<file path="src/rtl/uart_pkg.sv">
// Shared UART definitions used by the receiver and its companion transmitter.
package uart_pkg;

    localparam int DATA_BITS = 8;

    typedef enum logic [2:0] {
        IDLE,
        START,
        DATA,
        STOP,
        WAIT_HIGH
    } uart_rx_state_t;

endpackage

</file>
<file path="src/rtl/sync_2ff.sv">
// Generic two-flop synchronizer for a single asynchronous input bit.
module sync_2ff #(
    parameter logic RESET_VAL = 1'b1
) (
    input  logic clk,
    input  logic reset_,
    input  logic i_d,
    output logic o_q
);

    logic r_meta;
    logic r_sync;

    always_ff @(posedge clk or negedge reset_) begin
        if (!reset_) begin
            r_meta <= RESET_VAL;
            r_sync <= RESET_VAL;
        end else begin
            r_meta <= i_d;
            r_sync <= r_meta;
        end
    end

    assign o_q = r_sync;

endmodule

</file>
<file path="src/rtl/uart_rx.sv">
// 8N1 UART receiver: mid-bit sampling state machine feeding a one-deep
// valid/ready output register with overrun and framing-error pulses.
module uart_rx
    import uart_pkg::*;
#(
    parameter int CLKS_PER_BIT = 217
) (
    input  logic                 clk,
    input  logic                 reset_,
    input  logic                 rxd,
    output logic                 rx_valid,
    input  logic                 rx_ready,
    output logic [DATA_BITS-1:0] rx_data,
    output logic                 framing_err,
    output logic                 overrun
);

    localparam int CW = $clog2(CLKS_PER_BIT);
    localparam logic [CW-1:0] HALF_LD = CW'(CLKS_PER_BIT / 2 - 1);
    localparam logic [CW-1:0] FULL_LD = CW'(CLKS_PER_BIT - 1);
    localparam logic [2:0]    LAST_IDX = 3'(DATA_BITS - 1);

    logic                 w_rxd_s;
    uart_rx_state_t       r_state, w_state_nx;
    logic [CW-1:0]        r_cnt, w_cnt_nx;
    logic [2:0]           r_idx, w_idx_nx;
    logic [DATA_BITS-1:0] r_shift, w_shift_nx;
    logic                 w_done;
    logic                 w_ferr;
    logic                 r_rx_valid;
    logic [DATA_BITS-1:0] r_rx_data;
    logic                 r_ferr;
    logic                 r_ovr;

    sync_2ff #(.RESET_VAL(1'b1)) u_sync (
        .clk    (clk),
        .reset_ (reset_),
        .i_d    (rxd),
        .o_q    (w_rxd_s)
    );

    always_ff @(posedge clk or negedge reset_) begin
        if (!reset_) begin
            r_state <= IDLE;
            r_cnt   <= '0;
            r_idx   <= '0;
        end else begin
            r_state <= w_state_nx;
            r_cnt   <= w_cnt_nx;
            r_idx   <= w_idx_nx;
        end
    end

    always_ff @(posedge clk) begin
        r_shift <= w_shift_nx;
    end

    always_comb begin
        w_state_nx = r_state;
        w_cnt_nx   = r_cnt;
        w_idx_nx   = r_idx;
        w_shift_nx = r_shift;
        w_done     = 1'b0;
        w_ferr     = 1'b0;
        case (r_state)
            IDLE: begin
                if (!w_rxd_s) begin
                    w_cnt_nx   = HALF_LD;
                    w_state_nx = START;
                end
            end
            START: begin
                if (r_cnt != '0) begin
                    w_cnt_nx = r_cnt - 1'b1;
                end else if (!w_rxd_s) begin
                    w_cnt_nx   = FULL_LD;
                    w_idx_nx   = '0;
                    w_state_nx = DATA;
                end else begin
                    // Start bit was high at mid-bit: treat the edge as noise.
                    w_state_nx = IDLE;
                end
            end
            DATA: begin
                if (r_cnt != '0) begin
                    w_cnt_nx = r_cnt - 1'b1;
                end else begin
                    w_shift_nx = {w_rxd_s, r_shift[DATA_BITS-1:1]};
                    w_cnt_nx   = FULL_LD;
                    if (r_idx == LAST_IDX) begin
                        w_state_nx = STOP;
                    end else begin
                        w_idx_nx = r_idx + 1'b1;
                    end
                end
            end
            STOP: begin
                if (r_cnt != '0) begin
                    w_cnt_nx = r_cnt - 1'b1;
                end else if (w_rxd_s) begin
                    // Leaving at mid-stop-bit leaves time to catch the next start edge.
                    w_done     = 1'b1;
                    w_state_nx = IDLE;
                end else begin
                    w_ferr     = 1'b1;
                    w_state_nx = WAIT_HIGH;
                end
            end
            WAIT_HIGH: begin
                if (w_rxd_s) begin
                    w_state_nx = IDLE;
                end
            end
            default: w_state_nx = IDLE;
        endcase
    end

    always_ff @(posedge clk or negedge reset_) begin
        if (!reset_) begin
            r_rx_valid <= 1'b0;
            r_rx_data  <= '0;
            r_ferr     <= 1'b0;
            r_ovr      <= 1'b0;
        end else begin
            r_ferr <= w_ferr;
            r_ovr  <= 1'b0;
            if (w_done) begin
                // A consumer accepting in the completion cycle frees the slot.
                if (!r_rx_valid || rx_ready) begin
                    r_rx_data  <= r_shift;
                    r_rx_valid <= 1'b1;
                end else begin
                    r_ovr <= 1'b1;
                end
            end else if (rx_ready) begin
                r_rx_valid <= 1'b0;
            end
        end
    end

    assign rx_valid    = r_rx_valid;
    assign rx_data     = r_rx_data;
    assign framing_err = r_ferr;
    assign overrun     = r_ovr;

endmodule

</file>
<file path="config.mk">
export PLATFORM = sky130hd
export DESIGN_NAME = uart_rx
export DESIGN_NICKNAME = d
export VERILOG_FILES = /design/src/rtl/uart_pkg.sv /design/src/rtl/sync_2ff.sv /design/src/rtl/uart_rx.sv
export SDC_FILE = /design/constraint.sdc
export NUM_CORES = 1
export LEC_CHECK = 0
export ABC_CLOCK_PERIOD_IN_PS = 2500
export CAP_MARGIN = 10
export CORE_MARGIN = 4
export CORE_UTILIZATION = 30
export CTS_BUF_LIST = sky130_fd_sc_hd__clkbuf_2
export DETAILED_ROUTE_END_ITERATION = 8
export HOLD_SLACK_MARGIN = 0.03
export PLACE_DENSITY = 0.57
export SLEW_MARGIN = 20
export SYNTH_ARGS = -nofsm -noshare
export SYNTH_HDL_FRONTEND = slang
export SYNTH_SLANG_ARGS = --single-unit
export TNS_END_PERCENT = 1
</file>
<file path="constraint.sdc">
create_clock -name clk -period 2.5 [get_ports clk]
set_input_delay 0.25 -clock clk [delete_from_list [all_inputs] [get_ports clk]]
set_output_delay 0.25 -clock clk [all_outputs]
set_load 0.01 [all_outputs]
</file>
==> flow_summary_export.csv, run 1 <==
group,metric,value,unit
routing,vias,1091,
yosys,synth_area,1664,sq um
finish,final_nets,158,
place,dp_hpwl,2188,um
finish,num-fill-cells,500,
power,power.leakage,0.7711,nW
floorplanning,design.portCount,15,
yosys,synthFlopType,"dfrtp_1",
sta,period_share,84.31,%
place,place_congestion,0.8280,
yosys,avgSynthCellArea,12.70,sq um
place,post-place-ws,414.5,ps
clocking,clk_pin_slew,190,ps
worst_setup_path,cp.arrival,2390,ps
worst_setup_path,reg2reg_to,"r_cnt[1]$_DFFE_PN0P_",
worst_setup_path,worstRegToRegCells,6,
worst_setup_path,r2r_setup_slack,390,ps
worst_setup_path,critPathMaxFanout,8,
clocking,cts_tree,"yes",
yosys,syn-instance-count,131,
worst_setup_path,required,2780,ps
yosys,yosysWarningCount,0,
yosys,synth_edf_count,8,
yosys,synthesis.nets,139,
finish,area_growth,15.86,%
routing,drt_wl_total,2976,um
sta,timing.final.hold_violations,0,
worst_setup_path,worstSetupPathType,"reg -> reg",
clocking,cts_resized,0,
routing,drtIter0Drc,70,
clocking,htreeDepth,2,
outcome,status,"finished clean",
sta,tns,0,ps
floorplanning,die-area,6803,sq um
floorplanning,core,5238,sq um
global_routing,grt_usage,10.36,%
sta,tightest_slew,466.4,ps
sta,fin_ws,392.3,ps
routing,routed_via_density,4.937,
yosys,async_flop_share,77.14,%
finish,diodes,0,
clocking,clock_latency,390,ps
global_routing,grt_pass1_vias,1105,
sta,min_period,2108,ps
floorplanning,die_width,82.48,um
hold_path,hold_path_class,"in -> async",
floorplanning,num_rows,26,
clocking,cts_made_buffers,5,
place,io_buffers,14,
clocking,post_cts_buffers,0,
routing,drc,0,
sta,setup_viol,0,
global_routing,grt_remaining_overflow,0,
sta,rsz0062_at_grt,"false",
worst_setup_path,worstSetupStartpointType,"flip-flop",
yosys,synth_cell_types,52,
clocking,clk_path_buf_depth,2,
sta,finClkSkew,21.32,ps
routing,ant_nets,0,
finish,drive_above_1_share,23.18,%
power,vdd_drop_max,0.0001605,V
worst_setup_path,crit_path_end_kind,"flip-flop",
routing,wl_per_cell,13.47,um
power,pwr_density_cell,451.3,nW/um^2
global_routing,grt_pass1_wl,5313,um
yosys,yosysSeqAreaShare,55.19,%
clocking,cts-hold-fix-buffers,0,
routing,firstDrtPassIters,4,
sta,fmax,474.5,MHz
job,drv_cap,0,
global_routing,grt_max_degree,28,
clocking,root_buffer,"clkbuf_2",
yosys,ys_seq_elements,35,
global_routing,antenna_found_initial,0,
sta,max_slew_margin,68.67,%
clocking,cts_sinks,35,
worst_setup_path,r2r_start,"r_cnt[0]$_DFFE_PN0P_",
floorplanning,start_util,31.77,%
sta,slew_violations,0,
floorplanning,die_height,82.48,um
how the worst max path moves through the flow:
stage / to / slack (ps) / startpoint / cells after the start
final: r_cnt[1]$_DFFE_PN0P_ / 390 / r_cnt[0]$_DFFE_PN0P_ / 6
after detailed placement: r_cnt[1]$_DFFE_PN0P_ / 410 / r_cnt[0]$_DFFE_PN0P_ / 6
after global placement: r_cnt[0]$_DFFE_PN0P_ / 480 / r_cnt[0]$_DFFE_PN0P_ / 6
after CTS: r_cnt[1]$_DFFE_PN0P_ / 400 / r_cnt[0]$_DFFE_PN0P_ / 6
after global routing: r_cnt[0]$_DFFE_PN0P_ / 220 / r_cnt[0]$_DFFE_PN0P_ / 6
after floorplan: r_shift[0]$_DFFE_PP_ / 440 / r_cnt[0]$_DFFE_PN0P_ / 5
cell usage in the layout (no fill, tap or decap), drive strengths merged, types with 3 or more instances in the layout:
cell type	n
clkbuf	5
clkdlybuf4s50	14
dfrtp	25
edfxtp	8
ha	4
inv	7
mux2	11
nand2	4
nand2b	3
nor2	9
nor3	6
nor3b	3
o21ai	5
o22ai	3
synth_stat cells, types with 3 or more instances:
| master | n | share of area (%) |
|---|---|---|
| dfrtp_1 | 25 | 38 |
| edfxtp_1 | 8 | 14 |
| ha_1 | 4 | 3.0 |
| inv_1 | 7 | 1.6 |
| mux2_2 | 11 | 7.4 |
| nand2_1 | 3 | 0.68 |
| nand2b_1 | 3 | 1.1 |
| nor2_1 | 8 | 1.8 |
| nor3_1 | 6 | 1.8 |
| o21ai_0 | 4 | 1.2 |
| o22ai_1 | 3 | 1.1 |
sequential cells by signal (all words and copies together), names as in the netlist:
| register | flops |
|---|---|
| r_cnt | 8 |
| r_shift | 8 |
| rx_data | 8 |
| r_idx | 3 |
| r_state | 3 |
| framing_err | 1 |
| overrun | 1 |
| rx_valid | 1 |
| u_sync.o_q | 1 |
| u_sync.r_meta | 1 |
critical path: stages, from the launching register on:
cell     delay, ps
dfrtp_1        440
inv_1           90
ha_1           150
or3b_2         520
o21ai_4        200
a21o_2         250
mux2_2         350
through the flow:
step | cell area [sq um] | power, mW | std cells | hold slack, ps | utilization, %
2_1_floorplan | 1664 | 0.6011 | 131 | -45.59 | -
3_3_place_gp | 1883 | 0.6169 | 213 | 348.8 | 35.95
3_5_place_dp | 1883 | 0.6172 | 213 | 348.8 | 35.95
4_1_cts | 1928 | 0.8857 | 221 | 203.2 | 36.81
5_1_grt | 1928 | 0.9215 | 221 | 186.1 | 36.81
6_report | 1928 | 0.8701 | 221 | 202.9 | 36.81
cell families after synthesis:
| group | after synthesis | share of synthesized area (%) |
|---|---|---|
| simple gates | 38 | 15.56 |
| flops | 35 | 55.19 |
| xor+xnor | 1 | 0.5264 |
| compound gates | 29 | 14.06 |
| fa+ha+maj | 4 | 3.008 |
| buf+inv | 11 | 3.008 |
| mux | 13 | 8.647 |
power breakdown:
| group | switching (mW) | internal, mW |
|---|---|---|
| Sequential | 0.00227 | 0.586 |
| Combinational | 0.0110 | 0.00653 |
| Clock | 0.199 | 0.0662 |
| Total | 0.212 | 0.658 |
area by class of cell:
class	instances	area, sq um	share of cell area [%]
sequential	35	918.4	47.63
clock buffer	5	25.02	1.298
inverter	7	26.28	1.363
multi-input combinational	85	695.7	36.08
tap	70	87.58	4.543
timing repair buffer	16	155.1	8.047
clock inverter	3	20.02	1.038
metal layers:
layer	GRT usage, %	vias up	wire length (um)	share of wire (%)
met5	0	-	0	0
met4	4.817	0	42	1.4
met3	3.254	5	202	6.8
met2	15.71	31	1355	46
met1	13.40	527	1376	46
li1	-	528	-	-
Note: power is estimated with default switching activity, not from simulation.
==> run 2, diff against run 1 <==
- ABC_CLOCK_PERIOD_IN_PS: 2500 -> 1800
- PLACE_DENSITY: 0.57 -> 0.59
- clock period: 2.5 -> 1.8 ns (I/O delays scaled with it)
==> run 2 against run 1 <==
  * The run now ends with setup timing left
  * Final cell count is 14% higher
  * Register-to-register slack got worse by 470 ps
  * Routed wire length up 20%
  * Largest cell class unchanged
  * Worst hold slack got worse by 66 ps
  * Clock-buffer cell count did not move
==> flow_summary_export.csv, run 2 (synthesis results as in run 1) <==
group,metric,value,unit
outcome,status,"complete, but fails checks",
outcome,violations,"setup timing",
worst_setup_path,r2r_start,"r_cnt[0]$_DFFE_PN0P_",
clocking,clock_latency,390,ps
clocking,clk_pin_slew,190,ps
sta,fin_ws,-73.83,ps
place,dp_hpwl,2603,um
floorplanning,die_width,82.48,um
sta,period_share,104.1,%
floorplanning,num_rows,26,
routing,firstDrtPassIters,4,
routing,routed_via_density,4.892,
clocking,cts_made_buffers,5,
finish,area_growth,35.41,%
finish,seq_area,919.6,sq um
power,intPower,1.059,mW
worst_setup_path,slowest_stage,"dfrtp_1",
finish,layout_commonest_cell,"buf_4",
power,switching_share,22.18,%
routing,drt_wl_total,3577,um
worst_setup_path,worst_path_largest_cell_delay,430,ps
worst_setup_path,crit_path_end_kind,"flip-flop",
sta,tightest_slew,352.8,ps
global_routing,antenna_found_initial,0,
floorplanning,die-area,6803,sq um
clocking,htreeDepth,2,
power,finalPower,1.361,mW
power,power_switching,0.3019,mW
finish,final_nets,188,
hold_path,hold_path_class,"in -> async",
global_routing,grt_pass1_vias,1286,
power,comb_power_share,2.0,%
floorplanning,core,5238,sq um
worst_setup_path,worstSetupPathType,"reg -> reg",
sta,min_period,1874,ps
power,vdd_drop_max,0.0003202,V
routing,drc,0,
sta,finClkSkew,13.40,ps
global_routing,grt_remaining_overflow,0,
clocking,clk_path_buf_depth,2,
clocking,cts-hold-fix-buffers,0,
finish,num-fill-cells,493,
sta,setup_viol,8,
finish,multi_input_comb_area,763.2,sq um
sta,max_slew_margin,76.42,%
worst_setup_path,worst-path-buf-inv,1,
place,place_congestion,0.8448,
finish,diodes,0,
floorplanning,start_util,31.77,%
worst_setup_path,r2r_setup_slack,-70,ps
worst_setup_path,reg2reg_to,"rx_data[0]$_DFFE_PN0P_",
worst_setup_path,worstRegToRegCells,6,
worst_setup_path,worstPathCellList,"inv_2 -> ha_4 -> or3b_4 -> nor2_4 -> nand4_4 -> mux2_4",
power,clkPwrFrac,38.0,%
clocking,cts_sinks,35,
worst_setup_path,path_delay_family,"simple AND/OR/NAND/NOR gates",
sta,timing.final.hold_violations,0,
routing,drtIter0Drc,39,
job,drv_cap,0,
power,pwr_density_cell,604.0,nW/um^2
worst_setup_path,worstSetupStartpointType,"flip-flop",
global_routing,grt_usage,11.69,%
worst_setup_path,cp.arrival,2160,ps
place,place_inst,238,
global_routing,grt_max_degree,28,
power,power_frac_seq,60.0,%
power,power.leakage,0.9457,nW
routing,ant_nets,0,
worst_setup_path,critPathMaxFanout,8,
sta,rsz0062_at_grt,"true",
global_routing,grt_pass1_wl,5975,um
place,io_buffers,14,
finish,final_cell_mix,"buf_4, dfrtp_1, clkdlybuf4s50_1",
routing,wl_per_cell,14.25,um
finish,drive_above_1_share,40.88,%
sta,fmax,533.7,MHz
clocking,root_buffer,"clkbuf_2",
floorplanning,design.portCount,15,
clocking,cts_tree,"yes",
routing,vias,1228,
floorplanning,die_height,82.48,um
worst_setup_path,required,2090,ps
finish,final-instance-count-excl-fill,251,
sta,slew_violations,0,
[run 2: timing repair]
| item | CTS | global route |
|---|---|---|
| buffers inserted | 2 | 3 |
| pin swaps | 4 | 5 |
| setup endpoints to repair | 18 | 28 |
| gates resized for setup | 4 | 10 |
[run 2: worst max path at each step]
stage / startpoint / endpoint / slack [ps] / cells past startpoint
after floorplan: r_cnt[0]$_DFFE_PN0P_ / r_cnt[0]$_DFFE_PN0P_ / -80 / 7
after global placement: r_cnt[1]$_DFFE_PN0P_ / r_cnt[0]$_DFFE_PN0P_ / -2 / 6
after detailed placement: r_cnt[0]$_DFFE_PN0P_ / r_cnt[1]$_DFFE_PN0P_ / -90 / 6
after CTS: r_cnt[0]$_DFFE_PN0P_ / rx_data[1]$_DFFE_PN0P_ / -50 / 6
after global routing: r_cnt[0]$_DFFE_PN0P_ / rx_data[0]$_DFFE_PN0P_ / -130 / 6
final: r_cnt[0]$_DFFE_PN0P_ / rx_data[0]$_DFFE_PN0P_ / -70 / 6
[run 2: through the flow]
step / hold WS [ps] / TNS, ps / utilization, % / instance area, sq um / worst slack [ps]
finish: 136.9 / -327.0 / 43.02 / 2253 / -73.83
global route: 135.2 / -1269 / 43.02 / 2253 / -129.6
CTS: 126.8 / -425.4 / 41.88 / 2193 / -51.12
detailed placement: 346.8 / -354.0 / 39.87 / 2088 / -93.98
global placement: 348.0 / -4.489 / 39.87 / 2088 / -2.317
floorplan: -115.6 / -424.0 / - / 1682 / -77.52
[run 2: power groups by stage]
| stage | sequential (mW) | combinational [mW] | clock (mW) |
|---|---|---|---|
| floorplan | 0.831 | 0.00425 | 0 |
| global placement | 0.831 | 0.0275 | 0 |
| detailed placement | 0.832 | 0.0276 | 0 |
| CTS | 0.817 | 0.0281 | 0.541 |
| global route | 0.817 | 0.0310 | 0.579 |
| finish | 0.817 | 0.0274 | 0.517 |
[run 2: cell type report]
| type | instances | area share, % |
|---|---|---|
| repair buffers | 46 | 17.21 |
| inverters | 7 | 1.166 |
| flip-flops and latches | 35 | 40.81 |
| clock buffers | 5 | 1.110 |
| clock inverters | 3 | 1.943 |
| well taps | 70 | 3.887 |
| multi-input cells | 85 | 33.87 |
[run 2: routing by layer]
layer	vias up	share of wire [%]	track usage [%]
met5	-	0	0
met4	0	2.4	4.983
met3	11	5.5	3.688
met2	27	48	19.55
met1	600	44	13.73
li1	590	-	-
